$ cat config.mk
export PLATFORM = sky130hd
export DESIGN_NAME = int_priority_ctrl
export DESIGN_NICKNAME = d
export VERILOG_FILES = /design/src/rtl/int_priority_ctrl.sv
export SDC_FILE = /design/constraint.sdc
export NUM_CORES = 1
export LEC_CHECK = 0
export ABC_CLOCK_PERIOD_IN_PS = 5600
export CAP_MARGIN = 0
export CORE_ASPECT_RATIO = 1.5
export CORE_MARGIN = 2
export CORE_UTILIZATION = 40
export CTS_CLUSTER_DIAMETER = 60
export DETAILED_ROUTE_END_ITERATION = 8
export GPL_TIMING_DRIVEN = 0
export PLACE_DENSITY_LB_ADDON = 0.15
export SETUP_SLACK_MARGIN = 0.3
export SLEW_MARGIN = 10
export SYNTH_ARGS = -nofsm -noshare
export SYNTH_HDL_FRONTEND = slang
export SYNTH_SLANG_ARGS = --single-unit
$ cat constraint.sdc
create_clock -name clk -period 5.6 [get_ports clk]
set_clock_uncertainty 0.05 [all_clocks]
set_input_delay 1.68 -clock clk [delete_from_list [all_inputs] [get_ports clk]]
set_output_delay 1.68 -clock clk [all_outputs]
set_load 0.02 [all_outputs]
$ cat src/rtl/int_priority_ctrl.sv
// Nesting priority interrupt controller: edge-latched break lines, fixed priority 3>2>1,
// return-address/level stack unwound by eret. Define INT_NEST_EN to allow preemption of a running ISR.
module int_priority_ctrl #(
    parameter logic [31:0] ISR1_ADDR = 32'h0000_0100,
    parameter logic [31:0] ISR2_ADDR = 32'h0000_0200,
    parameter logic [31:0] ISR3_ADDR = 32'h0000_0300
) (
    input  logic        clk,
    input  logic        RST,
    input  logic        break1,
    input  logic        break2,
    input  logic        break3,
    input  logic        take_ok,
    input  logic [31:0] epc_in,
    input  logic        eret,
    output logic        interrupt,
    output logic [31:0] isr_entry,
    output logic [31:0] epc_out,
    output logic        IW1,
    output logic        IW2,
    output logic        IW3,
    output logic        ir1_sig,
    output logic        ir2_sig,
    output logic        ir3_sig,
    output logic [1:0]  int_level
);

`ifdef INT_NEST_EN
    localparam int DEPTH = 3;
`else
    localparam int DEPTH = 1;
`endif

    typedef enum logic {ST_IDLE = 1'b0, ST_SERVICE = 1'b1} st_e;

    logic [2:0]  brk_now, rise;
    logic [2:0]  brk_q, brk_d, iw_q, iw_d, ir_q, ir_d;
    logic [1:0]  level_q, level_d, sp_q, sp_d;
    logic        interrupt_q, interrupt_d;
    logic [31:0] isr_entry_q, isr_entry_d;
    logic [31:0] stk_addr_q [DEPTH];
    logic [31:0] stk_addr_d [DEPTH];
    logic [1:0]  stk_lvl_q [DEPTH];
    logic [1:0]  stk_lvl_d [DEPTH];
    st_e         st_q, st_d;

    logic [1:0]  win;
    logic [2:0]  win_oh, lvl_oh;
    logic [31:0] top_addr;
    logic [1:0]  top_lvl;
    logic        nest_ok, req, pop;

    always_comb begin
        brk_now = {break3, break2, break1};
        rise    = brk_now & ~brk_q;

        win    = 2'd0;
        win_oh = 3'b000;
        if (iw_q[2]) begin
            win    = 2'd3;
            win_oh = 3'b100;
        end else if (iw_q[1]) begin
            win    = 2'd2;
            win_oh = 3'b010;
        end else if (iw_q[0]) begin
            win    = 2'd1;
            win_oh = 3'b001;
        end

        case (level_q)
            2'd1:    lvl_oh = 3'b001;
            2'd2:    lvl_oh = 3'b010;
            2'd3:    lvl_oh = 3'b100;
            default: lvl_oh = 3'b000;
        endcase

        // sp_q counts occupied entries, so the top lives at sp_q-1; an empty stack reads as 0
        top_addr = 32'd0;
        top_lvl  = 2'd0;
        for (int i = 0; i < DEPTH; i++) begin
            if (int'(sp_q) == i + 1) begin
                top_addr = stk_addr_q[i];
                top_lvl  = stk_lvl_q[i];
            end
        end

`ifdef INT_NEST_EN
        nest_ok = 1'b1;
`else
        nest_ok = (level_q == 2'd0);
`endif
        // ~interrupt_q enforces at least one idle cycle between consecutive takes
        req = (win > level_q) && take_ok && !eret && !interrupt_q && nest_ok;
        pop = eret && (level_q != 2'd0);
    end

    always_comb begin
        brk_d       = brk_now;
        iw_d        = iw_q;
        ir_d        = ir_q;
        level_d     = level_q;
        sp_d        = sp_q;
        interrupt_d = 1'b0;
        isr_entry_d = isr_entry_q;
        stk_addr_d  = stk_addr_q;
        stk_lvl_d   = stk_lvl_q;
        st_d        = st_q;

        if (req) begin
            interrupt_d = 1'b1;
            case (win)
                2'd1:    isr_entry_d = ISR1_ADDR;
                2'd2:    isr_entry_d = ISR2_ADDR;
                2'd3:    isr_entry_d = ISR3_ADDR;
                default: isr_entry_d = isr_entry_q;
            endcase
            for (int i = 0; i < DEPTH; i++) begin
                if (int'(sp_q) == i) begin
                    stk_addr_d[i] = epc_in;
                    stk_lvl_d[i]  = level_q;
                end
            end
            sp_d    = sp_q + 2'd1;
            level_d = win;
            iw_d    = iw_q & ~win_oh;
            ir_d    = ir_q | win_oh;
        end else if (pop) begin
            sp_d    = sp_q - 2'd1;
            level_d = top_lvl;
            ir_d    = ir_q & ~lvl_oh;
        end

        // A new rise re-arms a source even in the cycle its previous request is taken
        iw_d = iw_d | rise;

        case (st_q)
            ST_IDLE:    if (req) st_d = ST_SERVICE;
            ST_SERVICE: if (pop && sp_q == 2'd1) st_d = ST_IDLE;
            default:    st_d = ST_IDLE;
        endcase
    end

    always_ff @(posedge clk or negedge RST) begin
        if (!RST) begin
            brk_q       <= 3'b000;
            iw_q        <= 3'b000;
            ir_q        <= 3'b000;
            level_q     <= 2'd0;
            sp_q        <= 2'd0;
            interrupt_q <= 1'b0;
            isr_entry_q <= 32'd0;
            st_q        <= ST_IDLE;
            for (int i = 0; i < DEPTH; i++) begin
                stk_addr_q[i] <= 32'd0;
                stk_lvl_q[i]  <= 2'd0;
            end
        end else begin
            brk_q       <= brk_d;
            iw_q        <= iw_d;
            ir_q        <= ir_d;
            level_q     <= level_d;
            sp_q        <= sp_d;
            interrupt_q <= interrupt_d;
            isr_entry_q <= isr_entry_d;
            st_q        <= st_d;
            stk_addr_q  <= stk_addr_d;
            stk_lvl_q   <= stk_lvl_d;
        end
    end

    assign interrupt = interrupt_q;
    assign isr_entry = isr_entry_q;
    assign epc_out   = top_addr;
    assign IW1       = iw_q[0];
    assign IW2       = iw_q[1];
    assign IW3       = iw_q[2];
    assign ir1_sig   = ir_q[0];
    assign ir2_sig   = ir_q[1];
    assign ir3_sig   = ir_q[2];
    assign int_level = level_q;

endmodule

# Word level (Yosys, flattened, before mapping)
# Index checks and enable logic that the tools add are counted.
# word_totals
regBits	80
inputBits	39
output_inout_bits	73
word_cells	59
# op_classes
n_addsub	2
order_cmp	1
n_eq_ne	7
muxes	18
bitwise	8
reduce_logical	14
# op_table
op	n
$pmux W32 S3	1
$mux W32	1
$mux W2	8
$mux W3	4
$eq A2 B2 Y1 const B	5
$and A3 B3 Y3	3
$not A3 Y3	3
$pmux W3 S3	1
$or A3 B3 Y3	2
$logic_and A1 B1 Y1	5
$eq A2 B1 Y1 const B	2
$logic_not A2 Y1	2
$reduce_and A2 Y1	2
$reduce_bool A2 Y1	2
$mux W1	3
$reduce_bool A3 Y1	1
$add A2 B1 Y2 const B	1
$gt A2 B2 Y1	1
$logic_not A1 Y1	2
$sub A2 B1 Y2 const B	1

# Logic depth before layout (Yosys ltp)
# logic_depth
word_depth	10
ltp_mapped	8
ltp_nobuf	7

# Worst setup path before layout
# Ideal clock, no wire load.
# synth_timing
path_kind	input to register
start	in eret
end	reg stk_addr_q[0] in the netlist's numbering
setup_ns	0.128
arrival_time_ns	2.998
path_slack_ns	2.424
path_stages	6
path_buffers	2
path_cell_list	clkbuf_1 nor2_1 o2111ai_2 nor3_4 buf_4 mux2_1
# synth_via
elab_chain_len	5
# synth_rtl
item	line	rtl
start: declaration	15	input logic eret,
$logic_not A1 Y1	93	req = (win > level_q) && take_ok && !eret && !interrupt_q && nest_ok;
$logic_and A1 B1 Y1 (3 in series)	93	
$reduce_and A2 Y1 (no source line)	-	
end signal: assignment	166	stk_addr_q <= stk_addr_d;
end: declaration	41	logic [31:0] stk_addr_q [DEPTH];
# No other way between the ends.
# A chain may end at the register's enable or synchronous reset.

# Final worst setup path
# layout_timing
start	reg sp_q[0]
end	out epc_out[22]
# layout_via
elab_chain_len	2
# layout_rtl
item	line	rtl
start: declaration	38	logic [1:0] level_q, level_d, sp_q, sp_d;
start signal: assignment	162	sp_q <= sp_d;
$eq A2 B2 Y1	81	if (int'(sp_q) == i + 1) begin
$mux W32	81	
end: declaration	18	output logic [31:0] epc_out,
# No other way between the ends.

==> results.ini <==
[global_routing]
antenna_found_initial=0
grt_pass1_vias=1656
grt_overflow_total=0
grt_max_degree=27
track_usage=0.1548
grt_pass1_wl_microns=7969

[clock_network]
numCtsBuffers=5
cts_max_level=2
cts_tree=done
cts-resized-gates=0
worstSkewPairLatency_ns=0.29
clockBufferDepth=2
cts_root_buffer=clkbuf_8
clk_pin_slew_ns=0.09
clock_sinks=50
ctsHoldBuffers=0
post_cts_buffers=0

[final_layout]
fillers=531
drive_gt1_frac=0.1579
antenna_cells=0
syn_to_final_growth_pct=48.13
fin_nets=363

[route]
drc=0
num_vias=1717
vias_per_cell=4.347
routedWlPerCell_microns=12.15
drtIter0Drc=35
firstDrtPassIters=3
drtAntennaViolNets=0
routed_wirelength_microns=4798

[floorplan]
design.die.area_sq_um=6661
initial_core_util=0.4157
core.rowCount=34
io_pins=112
core_sq_um=5786
dieHeight_microns=98.96
die_w_microns=67.31

[critical_path]
cp-start-kind=flip-flop
worstSetupPathType=reg2out
critPathMaxStageDelay_ns=0.62
crit_family=buffers and inverters
r2r_start=iw_q[2]$_DFF_PN0_
end_kind=output pin
crit_buf_inv=2
r2r_cells=8
crit_chain=nor2b_1, clkbuf_1, and2_1, clkdlybuf4s50_1
rrSetupSlack_ns=2.86
path_max_fanout=10
crit_start=sp_q[0]$_DFFE_PN0P_
rr_endpoint=stk_addr_q[30]$_DFFE_PN0P_
required_ns=3.87
cp_data_arrival_time_ns=2.35
slowest_stage=clkdlybuf4s50_1

[worst_hold_path]
holdPathEnd=iw_q[2]$_DFF_PN0_
whs_path_depth=1
hold_path_startpoint=brk_q[2]$_DFF_PN0_
min_path_type=reg2reg

[power]
p_leak_uw=0.001676
p_sw_frac=0.3376
switchingPower_uw=542.4
p_int_uw=1064
power_density_nw_per_um2=451.1
p_clk_frac=0.189
pwr-share-comb=0.446
p_seq_frac=0.365
ir_drop_uv=289.7

[timing]
slew_headroom=0.5900
worstMarginPinSlew_ns=0.6149
slew_viol_final=0
holdWs_ns=0.3814
fmax_ghz=0.2453
rsz0062_at_grt=no
finalCritPeriodShare=0.7281
finalSetupViolCount=0
hold_viol_final=0
fin_tns_setup_ns=0
finalCriticalPeriod_ns=4.077

[outcome]
status=finished clean

[synthesis]
netlist_area_sq_um=2405
synth.avg_cell_area_sq_um=11.73
ys_ff_latch=50
yosysWarnings=0
synth_cell_types=25
syn_inst=205
ys_seq_area_frac=0.5203

[placement]
place.gp.congestion=0.7079
hpwl_microns=3785
port_buffers=80

[job]
cap_viol_max_count=0

[stage by stage]
stage	utilization	cells	total power (uW)	worst slack [ns]	cell area (sq um)
after global placement	0.5885	386	1306	1.243	3405
after floorplan	-	234	1013	2.424	2514
after detailed placement	0.5910	387	1325	1.731	3420
after global routing	0.6157	395	1722	1.305	3562
after CTS	0.6157	395	1634	1.419	3562
final	0.6157	395	1607	1.523	3562
[worst register-to-register path, delay by kind of cell, from the launching register on]
family / cells / cell delay, ns
AOI/OAI and AO/OA: 2 / 0.49
adders and majority gates: 1 / 0.31
buffers and inverters: 2 / 0.38
DFF: 1 / 0.45
muxes: 1 / 0.34
and+or+nand+nor: 2 / 0.60
[cell families after synthesis]
family / Yosys count / share of synthesized area
fa+ha+maj: 3 / 0.01457
simple gates: 44 / 0.1113
mux: 33 / 0.1540
flops: 50 / 0.5203
xor+xnor: 2 / 0.007285
compound gates: 24 / 0.06399
other cells: 1 / 0.001559
buf+inv: 48 / 0.1269
[area by class of cell]
type | count | area (sq um) | share of cell area
multi-input cells | 136 | 957.2 | 0.2687
inverters | 9 | 33.78 | 0.009484
plain buffers | 39 | 271.5 | 0.07622
repair buffers | 81 | 815.8 | 0.2290
clock inverters | 2 | 60.06 | 0.01686
flip-flops and latches | 50 | 1251 | 0.3512
clock buffers | 6 | 82.58 | 0.02318
well taps | 72 | 90.09 | 0.02529
[routing by layer]
metal / wire length (microns) / track usage / part of all wire / vias to the layer above
met1: 1802 / 0.1853 / 0.38 / 806
li1: - / - / - / 847
met4: 59 / 0.04710 / 0.012 / 0
met5: 0 / 0 / 0 / -
met3: 341 / 0.03653 / 0.071 / 6
met2: 2594 / 0.2688 / 0.54 / 58
[cells in the mapped netlist, drive strengths merged]
| cell | n | share of area |
|---|---|---|
| a21oi | 3 | 0.0062 |
| conb | 1 | 0.0016 |
| o31ai | 2 | 0.0062 |
| a21boi | 2 | 0.0062 |
| nor2 | 3 | 0.0047 |
| inv | 9 | 0.014 |
| buf | 34 | 0.11 |
| o22ai | 2 | 0.0052 |
| mux2 | 32 | 0.15 |
| a211oi | 1 | 0.0052 |
| nor3 | 1 | 0.0068 |
| maj3 | 1 | 0.0042 |
| nor2b | 4 | 0.010 |
| xor2 | 2 | 0.0073 |
| clkbuf | 5 | 0.0078 |
| dfrtp | 50 | 0.52 |
| a221oi | 1 | 0.0036 |
| o21ai | 12 | 0.025 |
| mux2i | 1 | 0.0042 |
| and2 | 32 | 0.083 |
| ha | 2 | 0.010 |
| nand2 | 4 | 0.0062 |
| o2111ai | 1 | 0.0062 |
[registers in the layout (all words and copies together) (netlist names)]
name,count
isr_entry,2
interrupt,1
stk_lvl_q,2
int_level,2
brk_q,3
iw_q,3
ir_q,3
sp_q,2
stk_addr_q,32
[power by group through the flow]
stage	Sequential, uW	Combinational (uW)	Clock (uW)
after floorplan	611	403	0
after CTS	588	732	314
final	586	717	304
after global routing	610	780	332
after detailed placement	595	730	0
after global placement	590	716	0
[cell usage in the layout, fill, tap and decap left out, types with 2 or more instances in the layout]
cell / n
mux2_2: 4
inv_1: 9
a21boi_0: 2
buf_2: 2
buf_4: 33
dfrtp_1: 50
o21ai_0: 12
and2_1: 32
clkbuf_1: 5
clkdlybuf4s50_1: 79
clkbuf_8: 6
conb_1: 30
nor2_1: 3
xor2_1: 2
o22ai_1: 2
o31ai_1: 2
mux2_1: 28
nor2b_1: 4
nand2_1: 4
a21oi_1: 3
bufinv_16: 2
ha_1: 2
[worst max-delay path by stage]
stage / cells after the start / end / slack [ns]
floorplan: 6 / stk_addr_q[0]$_DFFE_PN0P_ / 2.42
global placement: 1 / stk_addr_q[0]$_DFFE_PN0P_ / 1.24
detailed placement: 4 / epc_out[22] / 1.73
CTS: 4 / epc_out[22] / 1.42
global route: 4 / epc_out[24] / 1.30
finish: 4 / epc_out[22] / 1.52
Power figures use the tool's default switching activity.
